## src/rtl/delay_line_prog_if.sv

```systemverilog
// Sample/control bundle for delay_line_prog. The master drives the line and
// the slave is the delay line itself.
interface delay_line_prog_if #(
    parameter int W     = 16,
    parameter int CH    = 3,
    parameter int D_MAX = 16
);
    localparam int DW = $clog2(D_MAX + 1);

    logic              en;
    logic [CH*W-1:0]   data_in;
    logic              valid_in;
    logic [DW-1:0]     delay_sel;
    logic              delay_ld;
    logic              flush;
    logic [CH*W-1:0]   data_out;
    logic              valid_out;
    logic [DW-1:0]     delay_cur;
    logic              filling;

    modport master (
        output en, data_in, valid_in, delay_sel, delay_ld, flush,
        input  data_out, valid_out, delay_cur, filling
    );
    modport slave (
        input  en, data_in, valid_in, delay_sel, delay_ld, flush,
        output data_out, valid_out, delay_cur, filling
    );
endinterface

```

## src/rtl/delay_line_prog.sv

```systemverilog
// Multi-channel programmable delay line: one shift register per channel, a
// shared valid column, and a fill FSM that hides stale taps after a change.
module delay_line_prog_lane #(
    parameter int W     = 16,
    parameter int D_MAX = 16,
    parameter int AW    = $clog2(D_MAX)
) (
    input  logic          clk,
    input  logic          rst_n,
    input  logic          en_i,
    input  logic [W-1:0]  d_i,
    input  logic [AW-1:0] tap_i,
    output logic [W-1:0]  q_o
);
    logic [D_MAX-1:0][W-1:0] sr_q;

    always_ff @(posedge clk or negedge rst_n) begin
        if (!rst_n) begin
            sr_q <= '0;
        end else if (en_i) begin
            sr_q <= {sr_q[D_MAX-2:0], d_i};
        end
    end

    assign q_o = sr_q[tap_i];
endmodule

module delay_line_prog #(
    parameter int W      = 16,
    parameter int CH     = 3,
    parameter int D_MAX  = 16,
    parameter int D_INIT = 16,
    parameter int DW     = $clog2(D_MAX + 1)
) (
    input  logic             clk,
    input  logic             rst_n,
    delay_line_prog_if.slave bus
);
    localparam int AW = $clog2(D_MAX);

    localparam logic [0:0] S_RUN  = 1'b0;
    localparam logic [0:0] S_FILL = 1'b1;

    logic [D_MAX-1:0]        vld_q;
    logic [DW-1:0]           delay_q, delay_d;
    logic [DW-1:0]           cnt_q, cnt_d;
    logic [0:0]              state_q, state_d;
    logic [DW-1:0]           sel_clamp;
    logic [AW-1:0]           tap;
    logic [CH-1:0][W-1:0]    lane_q;
    logic                    restart;

    assign restart = bus.delay_ld | bus.flush;
    assign tap     = AW'(delay_q - DW'(1));

    for (genvar c = 0; c < CH; c++) begin : g_lane
        delay_line_prog_lane #(.W(W), .D_MAX(D_MAX), .AW(AW)) u_lane (
            .clk   (clk),
            .rst_n (rst_n),
            .en_i  (bus.en),
            .d_i   (bus.data_in[c*W +: W]),
            .tap_i (tap),
            .q_o   (lane_q[c])
        );
    end

    always_comb begin
        sel_clamp = bus.delay_sel;
        if (bus.delay_sel == '0)              sel_clamp = DW'(1);
        else if (bus.delay_sel > DW'(D_MAX))  sel_clamp = DW'(D_MAX);
    end

    // The restart edge itself counts as the first fill step when enabled, so a
    // new delay of 1 leaves FILL in the same edge.
    always_comb begin
        delay_d = bus.delay_ld ? sel_clamp : delay_q;
        cnt_d   = cnt_q;
        state_d = state_q;
        if (restart) begin
            cnt_d   = bus.en ? DW'(1) : '0;
            state_d = (cnt_d == delay_d) ? S_RUN : S_FILL;
        end else if (state_q == S_FILL && bus.en) begin
            cnt_d   = cnt_q + DW'(1);
            state_d = (cnt_d == delay_q) ? S_RUN : S_FILL;
        end
    end

    always_ff @(posedge clk or negedge rst_n) begin
        if (!rst_n) begin
            vld_q   <= '0;
            delay_q <= DW'(D_INIT);
            cnt_q   <= '0;
            state_q <= S_RUN;
        end else begin
            // Flush kills stored valids but the sample entering this edge survives.
            if (bus.flush)   vld_q <= bus.en ? {{(D_MAX-1){1'b0}}, bus.valid_in} : '0;
            else if (bus.en) vld_q <= {vld_q[D_MAX-2:0], bus.valid_in};
            delay_q <= delay_d;
            cnt_q   <= cnt_d;
            state_q <= state_d;
        end
    end

    assign bus.data_out  = lane_q;
    assign bus.valid_out = (state_q == S_RUN) & vld_q[tap];
    assign bus.delay_cur = delay_q;
    assign bus.filling   = (state_q == S_FILL);
endmodule
```

## src/flat_wrapper.sv

```systemverilog
// flat-port wrapper written by rule: the top's interface ports become plain ports
module delay_line_prog_flat 
#(
    parameter int W      = 16,
    parameter int CH     = 3,
    parameter int D_MAX  = 16,
    parameter int D_INIT = 16,
    parameter int DW     = $clog2(D_MAX + 1)
)
  (clk, rst_n, bus_en, bus_data_in, bus_valid_in, bus_delay_sel, bus_delay_ld, bus_flush, bus_data_out, bus_valid_out, bus_delay_cur, bus_filling);
  delay_line_prog_if #(.W(W), .CH(CH), .D_MAX(D_MAX)) bus_i ();
  input  logic clk;
  input  logic rst_n;
  input wire logic [$bits(bus_i.en)-1:0] bus_en;
  input wire logic [$bits(bus_i.data_in)-1:0] bus_data_in;
  input wire logic [$bits(bus_i.valid_in)-1:0] bus_valid_in;
  input wire logic [$bits(bus_i.delay_sel)-1:0] bus_delay_sel;
  input wire logic [$bits(bus_i.delay_ld)-1:0] bus_delay_ld;
  input wire logic [$bits(bus_i.flush)-1:0] bus_flush;
  output wire logic [$bits(bus_i.data_out)-1:0] bus_data_out;
  output wire logic [$bits(bus_i.valid_out)-1:0] bus_valid_out;
  output wire logic [$bits(bus_i.delay_cur)-1:0] bus_delay_cur;
  output wire logic [$bits(bus_i.filling)-1:0] bus_filling;
  assign bus_i.en = bus_en;
  assign bus_i.data_in = bus_data_in;
  assign bus_i.valid_in = bus_valid_in;
  assign bus_i.delay_sel = bus_delay_sel;
  assign bus_i.delay_ld = bus_delay_ld;
  assign bus_i.flush = bus_flush;
  assign bus_data_out = bus_i.data_out;
  assign bus_valid_out = bus_i.valid_out;
  assign bus_delay_cur = bus_i.delay_cur;
  assign bus_filling = bus_i.filling;
  delay_line_prog #(.W(W), .CH(CH), .D_MAX(D_MAX), .D_INIT(D_INIT), .DW(DW)) u_core (.clk(clk), .rst_n(rst_n), .bus(bus_i));
endmodule
```

## config.mk

```make
export PLATFORM = sky130hd
export DESIGN_NAME = delay_line_prog_flat
export DESIGN_NICKNAME = d
export VERILOG_FILES = /design/src/rtl/delay_line_prog_if.sv /design/src/rtl/delay_line_prog.sv /design/src/flat_wrapper.sv
export SDC_FILE = /design/constraint.sdc
export NUM_CORES = 1
export LEC_CHECK = 0
export BUFFER_PORTS_ARGS = -buffer_cell sky130_fd_sc_hd__buf_2
export CAP_MARGIN = 25
export CORE_MARGIN = 1.5
export CORE_UTILIZATION = 45
export CTS_CLUSTER_SIZE = 12
export DETAILED_ROUTE_END_ITERATION = 10
export RECOVER_POWER = 25
export SETUP_SLACK_MARGIN = 0.02
export SYNTH_ARGS = -nofsm -noshare
export SYNTH_HDL_FRONTEND = slang
export SYNTH_SLANG_ARGS = --single-unit
```

## constraint.sdc

```tcl
create_clock -name clk -period 4.4 [get_ports clk]
set_clock_uncertainty 0.15 [all_clocks]
set_input_delay 0.44 -clock clk [delete_from_list [all_inputs] [get_ports clk]]
set_output_delay 0.44 -clock clk [all_outputs]
set_load 0.05 [all_outputs]
```

==> reports/metrics.cfg <==
[clocking]
cts-root-buf=clkbuf_16
post-cts-setup-buffers=0
post_cts_resized=0
cts_hold_buf=60
clk_latency_ns=0.64
path_clk_slew_ns=0.06
cts_tree=done
h-tree-depth=3
clock_path_buffers=3
cts_buffers=88
cts_sinks=795

[route]
drc_errors=0
vias_per_cell=5.51
vias=18300
ant_nets=0
routed_wl_um=64400
wl_per_cell_um=19.4
drtIter0Drc=938
dr.pass1.iters=4

[die]
die-height_um=283
die_area_um2=80300
num_io_pins=114
die-width_um=283
start_util=0.456
core-area_um2=77600
fp-row-count=102

[synthesis]
postSynthCellCount=2053
syn_area_um2=35400
synth_seq_cells=795
synthArstFlopShare=1.00
synth.avg_cell_area_um2=17.2
synth_area_leaders=dfrtp_1 (56%), mux2_2 (24%), mux4_2 (16%), clkbuf_1 (1.0%), buf_2 (0.54%)
synth_common_cells=dfrtp_1 (794), mux2_2 (769), mux4_2 (245)
ys_types=36
ys.warnings.count=0
synth_enable_flop_cells=0
syn_nets=2114
synth_top_area_share=0.562
synth_flop_cell=dfrtp_1
synth_top_area_cell=dfrtp_1
synth.yosys.seq_area_share=0.563
synth_most_common_cell=dfrtp_1

[setup_path]
startpoint=u_core.bus.delay_cur[0]
worstReg2RegStart=u_core.bus.delay_cur[0]
path_max_fanout=53
end_kind=output port
reg2reg_to=u_core.bus.filling
r2r_cells=5
r2r_setup_slack_ns=2.63
path_class=reg2out
worstPathArrival_ns=3.54
worstPathCellList=buf_12, buf_12, mux4_2, mux4_2, buf_2
crit_slowest_cell=dfrtp_4
crit_path_start_kind=flop
crit_required_ns=3.81
slowest_delay_ns=0.60
endpoint=bus_data_out[25]

[power_and_ir_drop]
worst_ir_drop_vdd_v=0.000395
totalPowerFinal_mw=27.0
power_density_nw_per_um2=661
p_leak_nw=17.0

[timing]
drv_slew=99
rsz0062_at_grt=no
setup_viol=0
slew_headroom=-0.990
period_needed_ns=4.13
timing.setup.tns_ns=0
period_share=0.938
fmax_mhz=242
worstMarginPinSlew_ns=2.99
hold_viol=0

[finish]
insertedDiodeCount=0
final_cells=3326
area_growth_pct=15.7
stdcell_area_um2=40900
nets=2276
drive_gt1_frac=0.576
utilization=0.527

[global_routing]
grt_max_degree=121
grt_pass1_wl_um=109000
grt_usage=0.166
grt-ovfl-total=0
grt_antenna_before_repair=2
grt_pass1_vias=19900

[placement]
dpl.hpwl_um=38900
postPlaceCellArea_um2=37300
place_inst=3105
gp_congestion=0.732
io_buffers=113

[outcome]
violations=max-capacitance violations, max-slew violations
outcome=complete, but fails checks

[job]
drv_cap=1

[worst_hold_path]
worst_hold_path_type=in2reg
worstHoldStart=bus_delay_ld

-- where the power goes --
part           internal (mW)  switching [mW]
registers               10.0            1.83
logic                   4.23            3.24
clock network           4.75            2.96
-- sequential cells by signal, indices dropped and copies added, names as in the netlist --
register and count:
u_core.g_lane.u_lane.sr_q 768, u_core.vld_q 16, u_core.cnt_q 5, u_core.bus.filling 1, u_core.bus.delay_cur 5
-- final cells by class --
type / instances / area [um^2]
clock buffer: 129 / 2600
multi-input combinational: 1105 / 14800
sequential: 795 / 19900
fill: 6377 / 36700
clock inverter: 32 / 490
timing repair buffer: 220 / 1790
inverter: 5 / 18.8
tap: 1040 / 1300
-- kinds of logic (layout without fill, tap and decap cells) --
group | count (synthesis) | in the layout | share of synthesized area
xor gates and xnor gates | 11 | 11 | 0.00273
muxes | 1030 | 1030 | 0.406
buffers and inverters | 153 | 386 | 0.0194
adders and majority gates | 2 | 2 | 0.000708
DFF | 795 | 795 | 0.563
and+or+nand+nor | 48 | 48 | 0.00630
AOI/OAI and AO/OA | 14 | 14 | 0.00258
-- worst max-delay path, delay by kind of cell (launching register included) --
| kind | cells | cell delay, ns |
|---|---|---|
| mux | 2 | 1.13 |
| buf+inv | 3 | 1.07 |
| flops | 1 | 0.60 |
-- worst min path at each step --
stage / end / cells after the start
floorplan: u_core.bus.delay_cur[0] / 0
global placement: u_core.g_lane[2].u_lane.sr_q[244] / 1
detailed placement: u_core.g_lane[0].u_lane.sr_q[243] / 1
CTS: u_core.bus.delay_cur[0] / 2
global route: u_core.bus.delay_cur[0] / 2
finish: u_core.bus.delay_cur[2] / 2
-- metal layers --
metal  global-route usage  vias up  part of all wire
met3               0.0251      114             0.029
met1                0.236     9874              0.47
met2                0.266      221              0.48
met4               0.0480        0             0.025
met5                    0        -                 0
li1                     -     8116                 -
-- per-stage QoR --
step                      setup slack [ns]  hold slack (ns)
final                                0.272           0.0615
after CTS                            0.124          0.00860
after floorplan                      0.611         -0.00559
after detailed placement             0.815            0.341
after global placement               0.819            0.335
after global routing                0.0222           0.0494
-- cell usage in the layout, fill, tap and decap left out, types with 2 or more instances in the layout --
cell,n
nor2_1,24
dlygate4sd3_1,60
bufinv_16,11
clkbuf_2,3
nand2_1,5
clkbuf_1,25
mux2_2,769
mux2i_1,16
xor2_1,5
clkinv_2,15
nor3_1,2
a21oi_1,2
buf_2,112
nand3_1,5
clkinv_8,3
buf_12,23
nand4_1,3
nor2b_1,2
xnor2_1,4
clkbuf_8,20
xnor2_2,2
mux4_2,245
dfrtp_1,793
buf_4,14
inv_1,5
o21ai_0,5
clkbuf_16,90
(Power assumes the default switching activity.)
